<file path="config.mk">
export PLATFORM = sky130hd
export DESIGN_NAME = alu_unit_flat
export DESIGN_NICKNAME = d
export VERILOG_FILES = /design/src/rtl/alu_unit_if.sv /design/src/rtl/alu_unit.sv /design/src/flat_wrapper.sv
export SDC_FILE = /design/constraint.sdc
export NUM_CORES = 2
export LEC_CHECK = 0
export ABC_AREA = 1
export ABC_CLOCK_PERIOD_IN_PS = 10300
export BUFFER_PORTS_ARGS = -buffer_cell sky130_fd_sc_hd__buf_4
export CAP_MARGIN = 0
export CORE_MARGIN = 3
export CORE_UTILIZATION = 50
export CTS_BUF_LIST = sky130_fd_sc_hd__clkbuf_8
export DETAILED_ROUTE_END_ITERATION = 6
export PLACE_DENSITY = 0.68
export SLEW_MARGIN = 20
export SYNTH_ARGS = -nofsm -noshare
export SYNTH_HDL_FRONTEND = slang
export SYNTH_SLANG_ARGS = --single-unit
</file>
<file path="constraint.sdc">
create_clock -name clk_in -period 10.3 [get_ports clk_in]
set_input_delay 2.06 -clock clk_in [delete_from_list [all_inputs] [get_ports clk_in]]
set_output_delay 2.06 -clock clk_in [all_outputs]
set_load 0.005 [all_outputs]
</file>
<file path="src/rtl/alu_unit_if.sv">
// Issue/broadcast bundle between the reservation station and the ALU.
// The master issues instructions; the slave (ALU) drives busy and the CDB slot.
interface alu_unit_if #(
    parameter int TYPE_W = 5,
    parameter int ROB_W  = 4
);
    logic              alu_input;
    logic [TYPE_W-1:0] arith_type;
    logic [31:0]       alu_r1_val;
    logic [31:0]       alu_r2_val;
    logic [ROB_W-1:0]  inst_rob_id;
    logic              alu_busy;
    logic              rs_fi;
    logic [31:0]       rs_value;
    logic [ROB_W-1:0]  rs_rob_id;

    modport master (
        output alu_input, arith_type, alu_r1_val, alu_r2_val, inst_rob_id,
        input  alu_busy, rs_fi, rs_value, rs_rob_id
    );

    modport slave (
        input  alu_input, arith_type, alu_r1_val, alu_r2_val, inst_rob_id,
        output alu_busy, rs_fi, rs_value, rs_rob_id
    );
endinterface

</file>
<file path="src/rtl/alu_unit.sv">
// RV32IM execution unit: single-cycle ALU/compare, two-cycle multiply and a
// 32-step restoring divider, all broadcasting on one CDB slot.
module alu_unit #(
    parameter int TYPE_W = 5,
    parameter int ROB_W  = 4
) (
    input  logic       clk_in,
    input  logic       rst_in,
    input  logic       rdy_in,
    input  logic       rob_clear,
    alu_unit_if.slave  bus
);
    typedef enum logic [1:0] {S_IDLE, S_MUL, S_DIV, S_FIN} state_t;

    state_t            r_state;
    state_t            w_next;

    logic              r_fi;
    logic [31:0]       r_value;
    logic [ROB_W-1:0]  r_rob;
    logic [ROB_W-1:0]  r_id;
    logic [5:0]        r_cnt;
    // Multiply: raw operands. Divide: r_opa is dividend/quotient shifter, r_opb divisor.
    logic [31:0]       r_opa;
    logic [31:0]       r_opb;
    logic [31:0]       r_rem;
    logic              r_sgn_a;
    logic              r_sgn_b;
    logic [1:0]        r_kind;

    logic [TYPE_W-1:0] w_type;
    logic [31:0]       w_op;
    logic [31:0]       w_a;
    logic [31:0]       w_b;
    logic              w_accept;
    logic              w_is_mul;
    logic              w_is_div;
    logic              w_div_uns;
    logic              w_div_rem;
    logic              w_div_zero;
    logic              w_div_ovf;
    logic              w_div_spec;
    logic [31:0]       w_spec_val;
    logic              w_a_neg;
    logic              w_b_neg;
    logic [31:0]       w_a_abs;
    logic [31:0]       w_b_abs;
    logic [31:0]       w_simple;
    logic [63:0]       w_ma64;
    logic [63:0]       w_mb64;
    logic [63:0]       w_prod;
    logic [31:0]       w_mul_res;
    logic [32:0]       w_shift;
    logic [32:0]       w_diff;
    logic              w_ge;
    logic [31:0]       w_quo;
    logic [31:0]       w_rmd;
    logic [31:0]       w_div_res;

    assign w_type   = bus.arith_type;
    assign w_op     = 32'(w_type);
    assign w_a      = bus.alu_r1_val;
    assign w_b      = bus.alu_r2_val;
    assign w_accept = rdy_in && !rob_clear && (r_state == S_IDLE) && bus.alu_input;

    assign w_is_mul   = (w_op >= 32'd16) && (w_op <= 32'd19);
    assign w_is_div   = (w_op >= 32'd20) && (w_op <= 32'd23);
    assign w_div_uns  = w_op[0];
    assign w_div_rem  = w_op[1];
    assign w_div_zero = (w_b == 32'd0);
    assign w_div_ovf  = !w_div_uns && (w_a == 32'h8000_0000) && (w_b == 32'hFFFF_FFFF);
    assign w_div_spec = w_div_zero || w_div_ovf;
    assign w_spec_val = w_div_zero ? (w_div_rem ? w_a : 32'hFFFF_FFFF)
                                   : (w_div_rem ? 32'd0 : 32'h8000_0000);

    assign w_a_neg = !w_div_uns && w_a[31];
    assign w_b_neg = !w_div_uns && w_b[31];
    assign w_a_abs = w_a_neg ? (32'd0 - w_a) : w_a;
    assign w_b_abs = w_b_neg ? (32'd0 - w_b) : w_b;

    // Sign-extending to 64 bits keeps every signedness combination exact mod 2^64.
    assign w_ma64    = {{32{r_sgn_a & r_opa[31]}}, r_opa};
    assign w_mb64    = {{32{r_sgn_b & r_opb[31]}}, r_opb};
    assign w_prod    = w_ma64 * w_mb64;
    assign w_mul_res = (r_kind == 2'b00) ? w_prod[31:0] : w_prod[63:32];

    // Remainder stays below the divisor, so bit 32 of the difference is the borrow.
    assign w_shift   = {r_rem, r_opa[31]};
    assign w_diff    = w_shift - {1'b0, r_opb};
    assign w_ge      = !w_diff[32];
    assign w_quo     = r_sgn_a ? (32'd0 - r_opa) : r_opa;
    assign w_rmd     = r_sgn_b ? (32'd0 - r_rem) : r_rem;
    assign w_div_res = r_kind[1] ? w_rmd : w_quo;

    always_comb begin
        // NOTE: default first so no path through the case can infer a latch.
        w_simple = 32'd0;
        case (w_op)
            32'd0:  w_simple = w_a + w_b;
            32'd1:  w_simple = w_a - w_b;
            32'd2:  w_simple = w_a << w_b[4:0];
            32'd3:  w_simple = {31'd0, $signed(w_a) < $signed(w_b)};
            32'd4:  w_simple = {31'd0, w_a < w_b};
            32'd5:  w_simple = w_a ^ w_b;
            32'd6:  w_simple = w_a >> w_b[4:0];
            32'd7:  w_simple = $signed(w_a) >>> w_b[4:0];
            32'd8:  w_simple = w_a | w_b;
            32'd9:  w_simple = w_a & w_b;
            32'd10: w_simple = {31'd0, w_a == w_b};
            32'd11: w_simple = {31'd0, w_a != w_b};
            32'd12: w_simple = {31'd0, $signed(w_a) < $signed(w_b)};
            32'd13: w_simple = {31'd0, $signed(w_a) >= $signed(w_b)};
            32'd14: w_simple = {31'd0, w_a < w_b};
            32'd15: w_simple = {31'd0, w_a >= w_b};
            default: w_simple = 32'd0;
        endcase
    end

    always_comb begin
        w_next = r_state;
        case (r_state)
            S_IDLE: if (w_accept) begin
                if (w_is_mul)                    w_next = S_MUL;
                else if (w_is_div && !w_div_spec) w_next = S_DIV;
            end
            S_MUL:  w_next = S_IDLE;
            S_DIV:  if (r_cnt == 6'd31) w_next = S_FIN;
            S_FIN:  w_next = S_IDLE;
            default: w_next = S_IDLE;
        endcase
        if (rob_clear) w_next = S_IDLE;
    end

    // NOTE: sequential state uses non-blocking assignments so every register
    // samples pre-edge values regardless of statement order.
    always_ff @(posedge clk_in) begin
        if (!rst_in)     r_state <= S_IDLE;
        else if (rdy_in) r_state <= w_next;
    end

    always_ff @(posedge clk_in) begin
        if (!rst_in) begin
            r_fi    <= 1'b0;
            r_value <= 32'd0;
            r_rob   <= '0;
            r_id    <= '0;
            r_cnt   <= 6'd0;
            r_opa   <= 32'd0;
            r_opb   <= 32'd0;
            r_rem   <= 32'd0;
            r_sgn_a <= 1'b0;
            r_sgn_b <= 1'b0;
            r_kind  <= 2'b00;
        end else if (rdy_in) begin
            r_fi <= 1'b0;
            if (!rob_clear) begin
                case (r_state)
                    S_IDLE: if (bus.alu_input) begin
                        r_id   <= bus.inst_rob_id;
                        r_kind <= w_op[1:0];
                        if (w_is_mul) begin
                            r_opa   <= w_a;
                            r_opb   <= w_b;
                            r_sgn_a <= (w_op[1:0] == 2'b01) || (w_op[1:0] == 2'b10);
                            r_sgn_b <= (w_op[1:0] == 2'b01);
                        end else if (w_is_div && !w_div_spec) begin
                            r_opa   <= w_a_abs;
                            r_opb   <= w_b_abs;
                            r_rem   <= 32'd0;
                            r_cnt   <= 6'd0;
                            r_sgn_a <= w_a_neg ^ w_b_neg;
                            r_sgn_b <= w_a_neg;
                        end else begin
                            r_fi    <= 1'b1;
                            r_rob   <= bus.inst_rob_id;
                            r_value <= w_is_div ? w_spec_val : w_simple;
                        end
                    end
                    S_MUL: begin
                        r_fi    <= 1'b1;
                        r_rob   <= r_id;
                        r_value <= w_mul_res;
                    end
                    S_DIV: begin
                        r_rem <= w_ge ? w_diff[31:0] : w_shift[31:0];
                        r_opa <= {r_opa[30:0], w_ge};
                        r_cnt <= r_cnt + 6'd1;
                    end
                    S_FIN: begin
                        r_fi    <= 1'b1;
                        r_rob   <= r_id;
                        r_value <= w_div_res;
                    end
                    default: ;
                endcase
            end
        end
    end

    assign bus.alu_busy  = (r_state != S_IDLE);
    assign bus.rs_fi     = r_fi;
    assign bus.rs_value  = r_value;
    assign bus.rs_rob_id = r_rob;
endmodule
</file>
<file path="src/flat_wrapper.sv">
// flat-port wrapper written by rule: the top's interface ports become plain ports
module alu_unit_flat 
#(
    parameter int TYPE_W = 5,
    parameter int ROB_W  = 4
)
  (clk_in, rst_in, rdy_in, rob_clear, bus_alu_input, bus_arith_type, bus_alu_r1_val, bus_alu_r2_val, bus_inst_rob_id, bus_alu_busy, bus_rs_fi, bus_rs_value, bus_rs_rob_id);
  alu_unit_if #(.TYPE_W(TYPE_W), .ROB_W(ROB_W)) bus_i ();
  input  logic clk_in;
  input  logic rst_in;
  input  logic rdy_in;
  input  logic rob_clear;
  input wire logic [$bits(bus_i.alu_input)-1:0] bus_alu_input;
  input wire logic [$bits(bus_i.arith_type)-1:0] bus_arith_type;
  input wire logic [$bits(bus_i.alu_r1_val)-1:0] bus_alu_r1_val;
  input wire logic [$bits(bus_i.alu_r2_val)-1:0] bus_alu_r2_val;
  input wire logic [$bits(bus_i.inst_rob_id)-1:0] bus_inst_rob_id;
  output wire logic [$bits(bus_i.alu_busy)-1:0] bus_alu_busy;
  output wire logic [$bits(bus_i.rs_fi)-1:0] bus_rs_fi;
  output wire logic [$bits(bus_i.rs_value)-1:0] bus_rs_value;
  output wire logic [$bits(bus_i.rs_rob_id)-1:0] bus_rs_rob_id;
  assign bus_i.alu_input = bus_alu_input;
  assign bus_i.arith_type = bus_arith_type;
  assign bus_i.alu_r1_val = bus_alu_r1_val;
  assign bus_i.alu_r2_val = bus_alu_r2_val;
  assign bus_i.inst_rob_id = bus_inst_rob_id;
  assign bus_alu_busy = bus_i.alu_busy;
  assign bus_rs_fi = bus_i.rs_fi;
  assign bus_rs_value = bus_i.rs_value;
  assign bus_rs_rob_id = bus_i.rs_rob_id;
  alu_unit #(.TYPE_W(TYPE_W), .ROB_W(ROB_W)) u_core (.clk_in(clk_in), .rst_in(rst_in), .rdy_in(rdy_in), .rob_clear(rob_clear), .bus(bus_i));
endmodule
</file>
==> flow_summary_export.csv <==
group,metric,value,unit
worst_setup_path,endpoint_kind,"flip-flop",
global_route,antenna_found_initial,23,
worst_setup_path,crit_top_cell,"fa_1",
status,failed_checks,"design-rule violations",
sta,tightest_slew,1.182,ns
clock_network,cts_tree,"built",
sta,finalSetupViolations,0,
worst_setup_path,cp.depth,26,
routing,first_pass_iters,7,
sta,slew_headroom,20.70,%
finish,ff_latch_area,3003,um^2
sta,finalCritPeriodShare,91.81,%
floorplanning,pin_count,116,
logic_synthesis,synth_cell_types,60,
routing,wl_per_cell,26.69,um
floorplanning,core_area,126100,um^2
worst_setup_path,cp_top_family,"adder cells",
clock_network,root_buffer,"clkbuf_8",
floorplanning,die_area,131700,um^2
finish,finish.utilization,52.37,%
global_route,grt_pass1_vias,63740,
clock_network,htreeDepth,4,
worst_setup_path,start_kind,"flip-flop",
global_route,grt-ovfl-total,0,
sta,slew_violations,0,
worst_setup_path,cp_slowest_stage_delay,0.99,ns
logic_synthesis,syn_nets,11090,
hold_path,min_path_cells,2,
floorplanning,initial_core_util,50.51,%
sta,setup_ws,0.8437,ns
sta,hold_viol,0,
worst_setup_path,cp_slowest_cell,"dfxtp_1",
clock_network,post-cts-setup-buffers,0,
pwr,p_per_area,44.39,nW/um^2
finish,layout_commonest_cell,"nand2_1",
clock_network,clk_pin_slew_worst_paths,0.10,ns
logic_synthesis,avgSynthCellArea,6.680,um^2
finish,n_fill_cell,12810,
logic_synthesis,synth_area,63670,um^2
worst_setup_path,cp_max_fo,18,
clock_network,numCtsBuffers,17,
finish,fin_nets,10880,
routing,drc,16,
routing,viasPerCell,5.862,
status,status,"finished, violations left",
floorplanning,fp.dieW,362.8,um
finish,most-common-layout-cells,"nand2_1, inv_1, fa_1, nand3_1, nor2_1",
place,dpl_cell_area,65540,um^2
sta,fin_skew,0.03775,ns
logic_synthesis,synth-main-ff-cell,"dfxtp_1",
routing,drt_iter0_drc,7820,
place,gp_congestion,1.122,
logic_synthesis,synth_edf_count,0,
place,hpwl,242400,um
finish,area_growth,3.687,%
routing,dr_total_vias,64510,
clock_network,cts_resized,0,
routing,postRouteAntennaNets,0,
place,dp_worst_setup_slack,1.087,ns
sta,rsz0062_at_grt,"false",
place,port_buffers,115,
logic_synthesis,ys_seq_elements,149,
clock_network,cts_buffer_depth,2,
pwr,ir_drop,0.0002697,V
finish,multiInputGateArea,50330,um^2
worst_setup_path,cp_data_arrival_time,9.97,ns
floorplanning,die_y,362.8,um
worst_setup_path,crit_required,10.81,ns
sta,min_period,9.456,ns
global_route,grt_first_pass_wirelength,427600,um
global_route,track_usage,44.61,%
clock_network,hold_buffers,0,
logic_synthesis,synthCells,9532,
logic_synthesis,async_flop_share,0,%
routing,routed_wl,293700,um
worst_setup_path,ff2ff_path_depth,26,
global_route,grt_max_degree,71,
logic_synthesis,yosys_warnings,0,
sta,tns,0,ns
clock_network,cts_sinks,149,
finish,drive_gt1_share,4.198,%
sta,max_freq,0.1058,GHz
hold_path,hold_path.class,"flip-flop to flip-flop",
finish,final_area,66020,um^2
pwr,leakage,0.03646,uW
clock_network,clkLatencyLatePin,0.58,ns
logic_synthesis,ys_seq_area_share,4.685,%
floorplanning,num_rows,130,
worst_setup_path,worst-setup-path-type,"flip-flop to flip-flop",
worst_setup_path,cp_num_buf_inv,5,
run,cap_violations,0,
worst min-delay path: cells and delay by family (launching register included):
kind	cells	cell delay [ns]
and+or+nand+nor	1	0.06
DFF	1	0.33
AOI/OAI and AO/OA	1	0.06
final timing paths:
check	startpoint	to	slack, ns
min	u_core.bus.rs_fi	u_core.bus.rs_fi	0.48
min reg2reg	u_core.bus.rs_fi	u_core.bus.rs_fi	0.48
max	u_core.r_opa[27]	u_core.bus.rs_value[10]	0.84
max reg2reg	u_core.r_opa[27]	u_core.bus.rs_value[10]	0.84
final cells by class:
class	count	area share (%)
Tap cell	1650	3.127
Timing Repair Buffer	237	2.752
Inverter	2217	12.61
Sequential cell	149	4.549
Multi-Input combinational cell	6703	76.24
Clock buffer	18	0.3753
Antenna cell	16	0.06065
Clock inverter	14	0.2824
synth_stat cells, types with 37 or more instances:
| library cell | count | area, um^2 |
|---|---|---|
| nand4_1 | 100 | 625.6 |
| o211ai_1 | 74 | 555.5 |
| xor2_1 | 64 | 560.5 |
| nand3_1 | 644 | 3223 |
| buf_1 | 81 | 304.0 |
| clkbuf_1 | 247 | 927.1 |
| o21a_1 | 37 | 277.8 |
| nand2_1 | 2704 | 10150 |
| a21oi_1 | 388 | 1942 |
| buf_2 | 106 | 530.5 |
| nor2_1 | 594 | 2230 |
| nor3_1 | 71 | 355.3 |
| inv_1 | 2180 | 8183 |
| dfxtp_1 | 149 | 2983 |
| o21ai_0 | 278 | 1391 |
| fa_1 | 1128 | 22580 |
| ha_1 | 352 | 4404 |
per-layer routing:
metal | wire [um] | up-vias | track usage (%)
li1 | - | 28060 | -
met1 | 112800 | 31540 | 58.07
met2 | 123100 | 3971 | 66.05
met3 | 36820 | 921 | 13.06
met4 | 20810 | 14 | 25.76
met5 | 94 | - | 0
state kept, by name, indices dropped and copies added, names as in the netlist:
register	cells
u_core.bus.rs_value	32
u_core.r_opa	32
u_core.r_opb	32
u_core.r_rem	32
u_core.r_cnt	6
u_core.bus.rs_rob_id	4
u_core.r_id	4
u_core.r_kind	2
u_core.r_state	2
u_core.bus.rs_fi	1
u_core.r_sgn_a	1
u_core.r_sgn_b	1
through the flow:
| stage | hold WS, ns | instances | power [uW] |
|---|---|---|---|
| finish | 0.4794 | 11000 | 2930 |
| global route | 0.5080 | 10990 | 3053 |
| CTS | 0.4772 | 10990 | 2862 |
| detailed placement | 0.4599 | 10960 | 2301 |
| global placement | 0.4477 | 10960 | 2299 |
| floorplan | 0.4407 | 9532 | 1678 |
report_power, final:
part           leakage, uW  switching [uW]  internal (uW)
Combinational       0.0350            1240            446
Clock             0.000216             326            234
Sequential         0.00122            82.4            600
cell families (layout without fill, tap and decap cells):
kind of cell / Yosys count / count (layout) / synth area share (%)
AND/OR/NAND/NOR: 4200 / 4200 / 27.08
buffers and inverters: 2680 / 2486 / 16.27
multiplexers: 2 / 2 / 0.03144
other: 0 / 16 / 0
XOR/XNOR: 95 / 95 / 1.307
adder cells (fa/ha/maj): 1480 / 1480 / 42.38
flip-flops: 149 / 149 / 4.685
AO/OA/AOI/OAI: 926 / 926 / 8.244
No activity file was read; power rests on OpenSTA's default activity.
